**config.mk**
```make
export PLATFORM = sky130hd
export DESIGN_NAME = sata_cmd_scheduler
export DESIGN_NICKNAME = d
export VERILOG_FILES = /design/src/rtl/sata_cmd_scheduler.sv
export SDC_FILE = /design/constraint.sdc
export NUM_CORES = 1
export LEC_CHECK = 0
export CAP_MARGIN = 15
export CORE_AREA = 2 2 164 166
export CTS_CLUSTER_DIAMETER = 100
export DETAILED_ROUTE_END_ITERATION = 7
export DIE_AREA = 0 0 166 168
export DONT_BUFFER_PORTS = 1
export GPL_TIMING_DRIVEN = 0
export SYNTH_ARGS = -nofsm -noshare
export SYNTH_HDL_FRONTEND = slang
export SYNTH_SLANG_ARGS = --single-unit
```
**constraint.sdc**
```tcl
create_clock -name clk -period 7.6 [get_ports clk]
set_input_delay 1.52 -clock clk [delete_from_list [all_inputs] [get_ports clk]]
set_output_delay 1.52 -clock clk [all_outputs]
set_load 0.01 [all_outputs]
```
**src/rtl/sata_cmd_scheduler.sv**
```systemverilog
// sata_cmd_scheduler
// Shares the sata_stack command interface between two requesters using
// round-robin arbitration. Each request is split into stack commands of at
// most MAX_SECTORS sectors. Every wait on the stack is covered by a watchdog,
// and a watchdog expiry triggers a stack soft reset.
// Optional build macro: SATA_SCHED_RETRY_EN (reissue a failed chunk once).

module sata_cmd_scheduler #(
   parameter logic [15:0] MAX_SECTORS    = 16'd256,
   parameter logic [23:0] TIMEOUT_CYCLES = 24'd1000000
) (
   input  logic        clk,
   input  logic        rst_n,
   input  logic        sata_ready,
   input  logic        busy,
   input  logic [7:0]  d2h_status,
   input  logic [7:0]  d2h_error,
   output logic        write_data_en,
   output logic        read_data_en,
   output logic        single_rdwr,
   output logic        soft_reset_en,
   output logic [15:0] sector_count,
   output logic [47:0] sector_address,
   input  logic        req0,
   input  logic        req1,
   input  logic        wr0,
   input  logic        wr1,
   input  logic [23:0] count0,
   input  logic [23:0] count1,
   input  logic [47:0] lba0,
   input  logic [47:0] lba1,
   output logic        ack0,
   output logic        ack1,
   output logic        done0,
   output logic        done1,
   output logic        err0,
   output logic        err1,
   output logic [7:0]  err_code,
   output logic        active,
   output logic        owner
);

   typedef enum logic [3:0] {
      S_IDLE,
      S_CHUNK,
      S_ISSUE,
      S_WAIT_BUSY,
      S_WAIT_DONE,
      S_CHECK,
      S_RESET_DEV,
      S_RESET_WAIT,
      S_FINISH
   } state_t;

   state_t      state;
   state_t      next_state;

   logic [23:0] wd_cnt;
   logic        wd_counting;
   logic        timeout;

   logic        rr_prefer;
   logic        wr_q;
   logic        err_q;
   logic [23:0] remaining;
   logic [47:0] cur_lba;
   logic [15:0] chunk_len;

   logic        grant;
   logic        grant_port;
   logic        load_chunk;
   logic        chunk_ok;
   logic        fail;
   logic [7:0]  fail_code;
   logic        finish_err;
   logic        en_level;

   // Only the ERR bit of the status register matters here.
   logic        unused_status;
   assign unused_status = ^d2h_status[7:1];

`ifdef SATA_SCHED_RETRY_EN
   logic        retry_used;
   logic        retry_take;
`endif

   assign chunk_len   = (remaining > {8'd0, MAX_SECTORS}) ? MAX_SECTORS : remaining[15:0];
   assign wd_counting = (state == S_WAIT_BUSY) || (state == S_WAIT_DONE) || (state == S_RESET_WAIT);
   assign timeout     = wd_counting && (wd_cnt >= (TIMEOUT_CYCLES - 24'd1));

   // Next-state logic, arbitration and per-state control strobes.
   always_comb begin
      next_state = state;
      grant      = 1'b0;
      grant_port = 1'b0;
      load_chunk = 1'b0;
      chunk_ok   = 1'b0;
      fail       = 1'b0;
      fail_code  = 8'h00;
      finish_err = 1'b0;
`ifdef SATA_SCHED_RETRY_EN
      retry_take = 1'b0;
`endif
      case (state)
         S_IDLE: begin
            if (sata_ready && !busy && (req0 || req1)) begin
               grant      = 1'b1;
               grant_port = (req0 && req1) ? rr_prefer : req1;
               next_state = S_CHUNK;
            end
         end
         S_CHUNK: begin
            if (remaining == 24'd0) begin
               next_state = S_FINISH;
            end else begin
               load_chunk = 1'b1;
               next_state = S_ISSUE;
            end
         end
         S_ISSUE: begin
            next_state = S_WAIT_BUSY;
         end
         S_WAIT_BUSY: begin
            if (busy) begin
               next_state = S_WAIT_DONE;
            end else if (timeout) begin
               fail       = 1'b1;
               fail_code  = 8'hFF;
               next_state = S_RESET_DEV;
            end
         end
         S_WAIT_DONE: begin
            if (!busy) begin
               next_state = S_CHECK;
            end else if (timeout) begin
               fail       = 1'b1;
               fail_code  = 8'hFF;
               next_state = S_RESET_DEV;
            end
         end
         S_CHECK: begin
            if (d2h_status[0]) begin
               fail      = 1'b1;
               fail_code = d2h_error;
`ifdef SATA_SCHED_RETRY_EN
               if (!retry_used) begin
                  retry_take = 1'b1;
                  next_state = S_ISSUE;
               end else begin
                  finish_err = 1'b1;
                  next_state = S_FINISH;
               end
`else
               finish_err = 1'b1;
               next_state = S_FINISH;
`endif
            end else begin
               chunk_ok   = 1'b1;
               next_state = S_CHUNK;
            end
         end
         S_RESET_DEV: begin
            next_state = S_RESET_WAIT;
         end
         S_RESET_WAIT: begin
            if (sata_ready && !busy) begin
`ifdef SATA_SCHED_RETRY_EN
               if (!retry_used) begin
                  retry_take = 1'b1;
                  next_state = S_ISSUE;
               end else begin
                  finish_err = 1'b1;
                  next_state = S_FINISH;
               end
`else
               finish_err = 1'b1;
               next_state = S_FINISH;
`endif
            end else if (timeout) begin
               finish_err = 1'b1;
               next_state = S_FINISH;
            end
         end
         S_FINISH: begin
            next_state = S_IDLE;
         end
         default: begin
            next_state = S_IDLE;
         end
      endcase
   end

   // State register, watchdog, latched request and chunk bookkeeping.
   always_ff @(posedge clk or negedge rst_n) begin
      if (!rst_n) begin
         state          <= S_IDLE;
         wd_cnt         <= 24'd0;
         rr_prefer      <= 1'b0;
         owner          <= 1'b0;
         active         <= 1'b0;
         ack0           <= 1'b0;
         ack1           <= 1'b0;
         wr_q           <= 1'b0;
         err_q          <= 1'b0;
         err_code       <= 8'h00;
         remaining      <= 24'd0;
         cur_lba        <= 48'd0;
         sector_count   <= 16'd0;
         sector_address <= 48'd0;
      end else begin
         state  <= next_state;
         ack0   <= grant && !grant_port;
         ack1   <= grant && grant_port;
         active <= (next_state != S_IDLE) && (next_state != S_FINISH);

         if (next_state != state) begin
            wd_cnt <= 24'd0;
         end else if (wd_counting) begin
            wd_cnt <= wd_cnt + 24'd1;
         end

         if (grant) begin
            owner     <= grant_port;
            rr_prefer <= !grant_port;
            wr_q      <= grant_port ? wr1 : wr0;
            remaining <= grant_port ? count1 : count0;
            cur_lba   <= grant_port ? lba1 : lba0;
            err_q     <= 1'b0;
            err_code  <= 8'h00;
         end

         if (load_chunk) begin
            sector_count   <= chunk_len;
            sector_address <= cur_lba;
         end

         if (chunk_ok) begin
            remaining <= remaining - {8'd0, sector_count};
            cur_lba   <= cur_lba + {32'd0, sector_count};
         end

         if (fail) begin
            err_code <= fail_code;
         end

         if (finish_err) begin
            err_q <= 1'b1;
         end
      end
   end

`ifdef SATA_SCHED_RETRY_EN
   // One retry per chunk; the flag rearms on a successful chunk or a new grant.
   always_ff @(posedge clk or negedge rst_n) begin
      if (!rst_n) begin
         retry_used <= 1'b0;
      end else if (grant || chunk_ok) begin
         retry_used <= 1'b0;
      end else if (retry_take) begin
         retry_used <= 1'b1;
      end
   end
`endif

   // Enable is held from ISSUE until busy is seen, and dropped on watchdog expiry.
   assign en_level       = (state == S_ISSUE) || ((state == S_WAIT_BUSY) && !busy && !timeout);
   assign write_data_en  = en_level && wr_q;
   assign read_data_en   = en_level && !wr_q;
   assign single_rdwr    = 1'b0;
   assign soft_reset_en  = (state == S_RESET_DEV);
   assign done0          = (state == S_FINISH) && !owner;
   assign done1          = (state == S_FINISH) && owner;
   assign err0           = done0 && err_q;
   assign err1           = done1 && err_q;

endmodule

```
==> impl_metrics.env, run 1 <==
export IMPL_power_net_switching_mw=1.90
export IMPL_ys_ff_latch=179
export IMPL_fmax_mhz=245
export IMPL_area_growth_pct=8.93
export IMPL_netlist_instances=1247
export IMPL_clockBufferDepth=2
export IMPL_worstPathCellList="nor2b_1, o2111a_1, clkbuf_1, clkbuf_1, buf_1, nand3_1, o211ai_1, o31ai_1"
export IMPL_grt_pass1_wl_um=56900
export IMPL_cts_setup_buffers=0
export IMPL_finalSetupTns_ns=0
export IMPL_initial_utilization_pct=41.8
export IMPL_combPwrFrac_pct=40.6
export IMPL_drt_initial_drc_count=939
export IMPL_rsz0062_at_grt="no"
export IMPL_layout_drive_gt1_share_pct=9.70
export IMPL_pre_cts_ws_ns=3.11
export IMPL_worst_r2r_setup_slack_ns=3.96
export IMPL_status="complete, no violations"
export IMPL_seqPwrFrac_pct=39.6
export IMPL_synth_edf_count=0
export IMPL_clkLatencyLatePin_ns=0.44
export IMPL_cap_viol_max_count=0
export IMPL_drtAntennaViolNets=0
export IMPL_cp_slowest_cell="buf_1"
export IMPL_clockPowerShare_pct=19.8
export IMPL_hp_start="err_q"
export IMPL_ys_flop_type="dfrtp_1"
export IMPL_slew_headroom_pct=32.5
export IMPL_skew_ns=0.0124
export IMPL_core_um2=26400
export IMPL_first_global_vias=9511
export IMPL_drc=0
export IMPL_antenna_found_initial=2
export IMPL_swShare_pct=43.3
export IMPL_critPathCaptureType="register"
export IMPL_internal_power_mw=2.49
export IMPL_fin_crit_ns=4.09
export IMPL_ctsRootBufferMaster="clkbuf_16"
export IMPL_cts_made_buffers=17
export IMPL_numPortBuffers=0
export IMPL_clkSlewWorstSetupHoldPaths_ns=0.07
export IMPL_via_per_inst=6.18
export IMPL_cellPowerDensity_nw_per_um2=366
export IMPL_setup_ws_ns=3.51
export IMPL_syn_area_um2=11000
export IMPL_die_w_um=166
export IMPL_maxSlewViolCount=0
export IMPL_syn_nets=1450
export IMPL_finalCritPeriodShare_pct=53.8
export IMPL_ys_seq_area_share_pct=40.7
export IMPL_synth_async_sr_flop_share_pct=100
export IMPL_ff2ff_path_depth=9
export IMPL_path_class="input port to register"
export IMPL_leakagePower_nw=4.76
export IMPL_cts_tree="yes"
export IMPL_clock_sinks=179
export IMPL_setup_worst_path_start_class="input port"
export IMPL_min_to="err_q"
export IMPL_gp_congestion=0.922
export IMPL_ys_warn_count=0
export IMPL_drtPass1Iterations=5
export IMPL_ys_types=83
export IMPL_grt_max_degree=180
export IMPL_routed_wl_um=37000
export IMPL_dieArea_um2=27900
export IMPL_hold_path_class="register to register"
export IMPL_startpoint="sata_ready"
export IMPL_worst_slew_pin_slew_ns=1.01
export IMPL_rows=60
export IMPL_cts_resized=0
export IMPL_grt_use_total_pct=26.4
export IMPL_r2r_start="state[3]"
export IMPL_crit_required_ns=7.89
export IMPL_die_y_um=168
export IMPL_holdPathStages=2
export IMPL_cts_hold_buf=0
export IMPL_grt_overflow_total=0
export IMPL_dp_hpwl_um=27800
export IMPL_crit_arrival_ns=4.37
export IMPL_r2r_end="remaining[13]"
export IMPL_num_nets_final=1470
export IMPL_h_tree_depth=4
export IMPL_vias=10000
export IMPL_peakVddDrop_v=0.000176
export IMPL_cp_max_fo=10
export IMPL_fillers=2536
export IMPL_io_pins=252
export IMPL_n_antenna_cell=0
export IMPL_postSynthAreaPerCell_um2=8.83
export IMPL_max_stage_delay_ns=0.71
export IMPL_setup_violations=0
export IMPL_hold_violations=0
export IMPL_cpMostUsedCell="clkbuf_1"
export IMPL_wl_per_cell_um=22.9
==> worst max-delay path by stage <==
stage,to,slack [ns]
3_3_place_gp,remaining[13],3.11
6_report,remaining[13],3.51
2_1_floorplan,read_data_en,4.14
3_5_place_dp,remaining[14],3.11
5_1_grt,remaining[13],3.40
4_1_cts,remaining[14],3.56
==> cell type report <==
class                      count  area (µm²)  area share [%]
multi-input combinational    959        6090            50.8
sequential                   179        4480            37.4
tap                          341         427            3.56
clock buffer                  17         425            3.55
buffer                        68         284            2.37
inverter                      41         154            1.28
clock inverter                14         124            1.03
timing repair buffer           1        7.51          0.0626
==> Yosys cell counts (5+ instances only) <==
library cell	number	share of area, %
o31ai_1	12	0.82
clkbuf_1	46	1.6
dfrtp_1	179	41
o21a_1	12	0.82
buf_1	11	0.38
a21o_1	9	0.61
and3_1	27	1.5
or3_1	13	0.74
a31oi_1	13	0.74
nor2b_1	10	0.57
nand2_1	203	6.9
a211oi_1	19	1.3
xnor2_1	30	2.4
o31a_1	6	0.48
nand4_1	10	0.57
nor4_1	10	0.57
a21oi_1	39	1.8
mux2i_1	9	0.82
a221o_1	8	0.73
mux2_2	42	4.3
a311oi_1	19	1.5
o311a_1	5	0.45
nor2_1	72	2.5
buf_2	8	0.36
xor2_1	15	1.2
and2_1	15	0.85
nor3b_1	6	0.41
o21ai_0	80	3.6
nand3_1	67	3.0
nand2b_1	11	0.63
ha_1	33	3.8
nor2_2	20	1.1
inv_1	41	1.4
o211ai_1	30	2.0
nor3_1	32	1.5
==> state kept, by name, summed over array words and instances (netlist names), 4 cells and up <==
name / cells
cur_lba: 48
sector_address: 48
remaining: 24
wd_cnt: 24
sector_count: 16
err_code: 8
state: 4
==> power groups by stage <==
stage	Combinational, mW	Clock, mW	Sequential (mW)
after global placement	1.73	0	1.75
after global routing	1.98	0.924	1.79
after CTS	1.77	0.878	1.74
final	1.78	0.868	1.74
after floorplan	1.38	0	1.62
after detailed placement	1.76	0	1.76
==> cells in the final DEF, fill, tap and decap left out, types with 13 or more instances in the layout <==
master and count:
dfrtp_1 179, nor2_1 72, nand2_1 203, a311oi_1 19
o21ai_0 80, and2_1 15, xnor2_1 30, nand3_1 67
clkbuf_16 17, inv_1 41, clkbuf_1 46, a211oi_1 19
nor3_1 32, a21oi_1 39, mux2_2 42, or3_1 13
o211ai_1 30, and3_1 27, a31oi_1 13, nor2_2 20
ha_1 33, xor2_1 15
==> worst max-delay path, delay by kind of cell <==
| family | cells | cell delay, ns |
|---|---|---|
| buffers and inverters | 3 | 1.72 |
| and+or+nand+nor | 2 | 0.62 |
| AOI/OAI and AO/OA | 3 | 0.49 |
==> through the flow <==
step                      hold slack (ns)  cells  area [µm²]  util, %  power [mW]
final                               0.493   1620       12000     45.5        4.39
after global routing                0.549   1620       12000     45.5        4.70
after CTS                           0.498   1619       12000     45.5        4.39
after detailed placement            0.480   1588       11400     43.4        3.51
after global placement              0.480   1588       11400     43.4        3.48
after floorplan                     0.452   1247       11000        -        3.00
==> cells by family after synthesis <==
| group | count (synthesis) | share of synthesized area (%) |
|---|---|---|
| adder cells (fa/ha/maj) | 35 | 4.11 |
| flip-flops | 179 | 40.7 |
| buffers and inverters | 109 | 3.98 |
| XOR/XNOR | 45 | 3.58 |
| multiplexers | 52 | 5.32 |
| AO/OA/AOI/OAI | 303 | 19.3 |
| other | 1 | 0.0341 |
| AND/OR/NAND/NOR | 523 | 23.0 |
==> metal layers <==
layer / track usage [%] / wire length (µm) / vias to the layer above
met4: 13.0 / 1660 / 4
met3: 5.83 / 2770 / 82
li1: - / - / 4569
met5: 0 / 16 / -
met1: 36.1 / 16400 / 4940
met2: 39.8 / 16200 / 413
Power figures use the tool's default switching activity.
==> inputs of run 2 (changes only) <==
- clock period: 7.6 -> 3.8 ns (I/O delays scaled with it)
==> impl_metrics.env, run 2 (synthesized netlist as in run 1, its figures left out) <==
export IMPL_status="complete, no violations"
export IMPL_clkLatencyLatePin_ns=0.44
export IMPL_fin_crit_ns=3.41
export IMPL_final_cell_mix="nand2_1, dfrtp_1, o21ai_0"
export IMPL_dp_hpwl_um=27800
export IMPL_slew_headroom_pct=32.9
export IMPL_ctsRootBufferMaster="clkbuf_16"
export IMPL_io_pins=252
export IMPL_via_per_inst=6.13
export IMPL_grt_pass1_wl_um=56900
export IMPL_grt_max_degree=180
export IMPL_clockBufferDepth=2
export IMPL_cts_setup_buffers=0
export IMPL_numPortBuffers=0
export IMPL_swShare_pct=43.2
export IMPL_reg_largest_list="cur_lba: 48 flops, sector_address: 48 flops"
export IMPL_drc=0
export IMPL_n_antenna_cell=0
export IMPL_clkSlewWorstSetupHoldPaths_ns=0.08
export IMPL_clock_sinks=179
export IMPL_grt_overflow_total=0
export IMPL_vias=9940
export IMPL_cts_tree="yes"
export IMPL_antenna_found_initial=2
export IMPL_drtPass1Iterations=5
export IMPL_grt_use_total_pct=26.4
export IMPL_hold_violations=0
export IMPL_fin_cells=1621
export IMPL_final_common_cell="nand2_1"
export IMPL_place_inst=1588
export IMPL_rsz0062_at_grt="no"
export IMPL_peakVddDrop_v=0.000352
export IMPL_finalCritPeriodShare_pct=89.8
export IMPL_skew_ns=0.0122
export IMPL_setup_violations=0
export IMPL_routed_wl_um=37200
export IMPL_combPwrFrac_pct=40.6
export IMPL_area_growth_pct=9.05
export IMPL_drt_initial_drc_count=1021
export IMPL_wl_per_cell_um=22.9
export IMPL_crit_arrival_ns=3.71
export IMPL_cp_slowest_cell="clkbuf_1"
export IMPL_crit_required_ns=4.09
export IMPL_final_area_um2=12000
export IMPL_critPathCaptureType="register"
export IMPL_cts_made_buffers=17
export IMPL_worst_slew_pin_slew_ns=1.00
export IMPL_finalSetupTns_ns=0
export IMPL_num_nets_final=1471
export IMPL_layout_drive_gt1_share_pct=9.84
export IMPL_h_tree_depth=4
export IMPL_cpMostUsedCell="clkbuf_1"
export IMPL_gp_congestion=0.922
export IMPL_cp_max_fo=10
export IMPL_crit_buf_inv=4
export IMPL_clockPowerShare_pct=19.8
export IMPL_dieArea_um2=27900
export IMPL_setup_worst_path_start_class="register"
export IMPL_path_delay_family="buffers and inverters"
export IMPL_dpl_cell_area_um2=11400
export IMPL_first_global_vias=9511
export IMPL_cap_viol_max_count=0
export IMPL_internal_power_mw=4.99
export IMPL_seqPwrFrac_pct=39.6
export IMPL_hold_path_class="input port to asynchronous set/reset pin"
export IMPL_leakagePower_nw=4.77
export IMPL_fin_total_pwr_mw=8.79
export IMPL_worstPathCellList="buf_2, nor2_1, o2111a_1, clkbuf_1, clkbuf_1, buf_1, nand3_1, o211ai_1, o21ai_0"
export IMPL_max_stage_delay_ns=0.52
export IMPL_rows=60
export IMPL_die_y_um=168
export IMPL_whs_ns=0.0142
export IMPL_fmax_mhz=293
export IMPL_core_um2=26400
export IMPL_power_net_switching_mw=3.80
export IMPL_maxSlewViolCount=0
export IMPL_initial_utilization_pct=41.8
export IMPL_die_w_um=166
export IMPL_path_class="register to register"
export IMPL_cellPowerDensity_nw_per_um2=732
export IMPL_drtAntennaViolNets=0
run 2: power by group through the flow:
stage,registers (mW),clock network (mW),logic (mW)
floorplan,3.23,0,2.76
global placement,3.50,0,3.46
detailed placement,3.51,0,3.52
CTS,3.47,1.76,3.54
global route,3.59,1.85,3.97
finish,3.48,1.74,3.57
run 2: area by class of cell:
cell class / instances / area, µm²
Fill cell: 2536 / 14300
Clock inverter: 14 / 124
Sequential cell: 179 / 4480
Timing Repair Buffer: 2 / 17.5
Clock buffer: 17 / 425
Tap cell: 341 / 427
Multi-Input combinational cell: 959 / 6090
Inverter: 41 / 154
Buffer: 68 / 287
run 2: worst paths after layout:
path                               from                to  slack (ns)  cells after the start
setup reg to reg               state[3]      remaining[9]        0.39                      9
min in group clk           d2h_error[4]       err_code[4]        0.46                      1
hold / removal                    rst_n  sector_count[10]        0.01                      0
setup / recovery               state[3]      remaining[9]        0.39                      9
hold reg to reg                   err_q             err_q        0.49                      2
max in group asynchronous         rst_n     remaining[10]        2.75                      1
run 2: routing by layer:
metal | share of wire [%] | vias to the layer above | track usage [%]
li1 | - | 4577 | -
met5 | 0.081 | - | 0
met4 | 4.6 | 4 | 13.0
met1 | 44 | 4845 | 36.1
met3 | 7.8 | 83 | 5.83
met2 | 44 | 431 | 39.8
run 2: what timing repair did:
item | 4_1_cts | 5_1_grt
resized for setup | 0 | 2
hold buffers | 0 | 1
endpoints found under the setup margin | 0 | 3
endpoints found under the hold margin | 0 | 9
run 2: per-stage QoR:
stage	setup WS, ns	util, %
floorplan	0.969	-
global placement	0.0719	43.4
detailed placement	0.0672	43.4
CTS	0.174	45.5
global route	0.173	45.6
finish	0.386	45.6
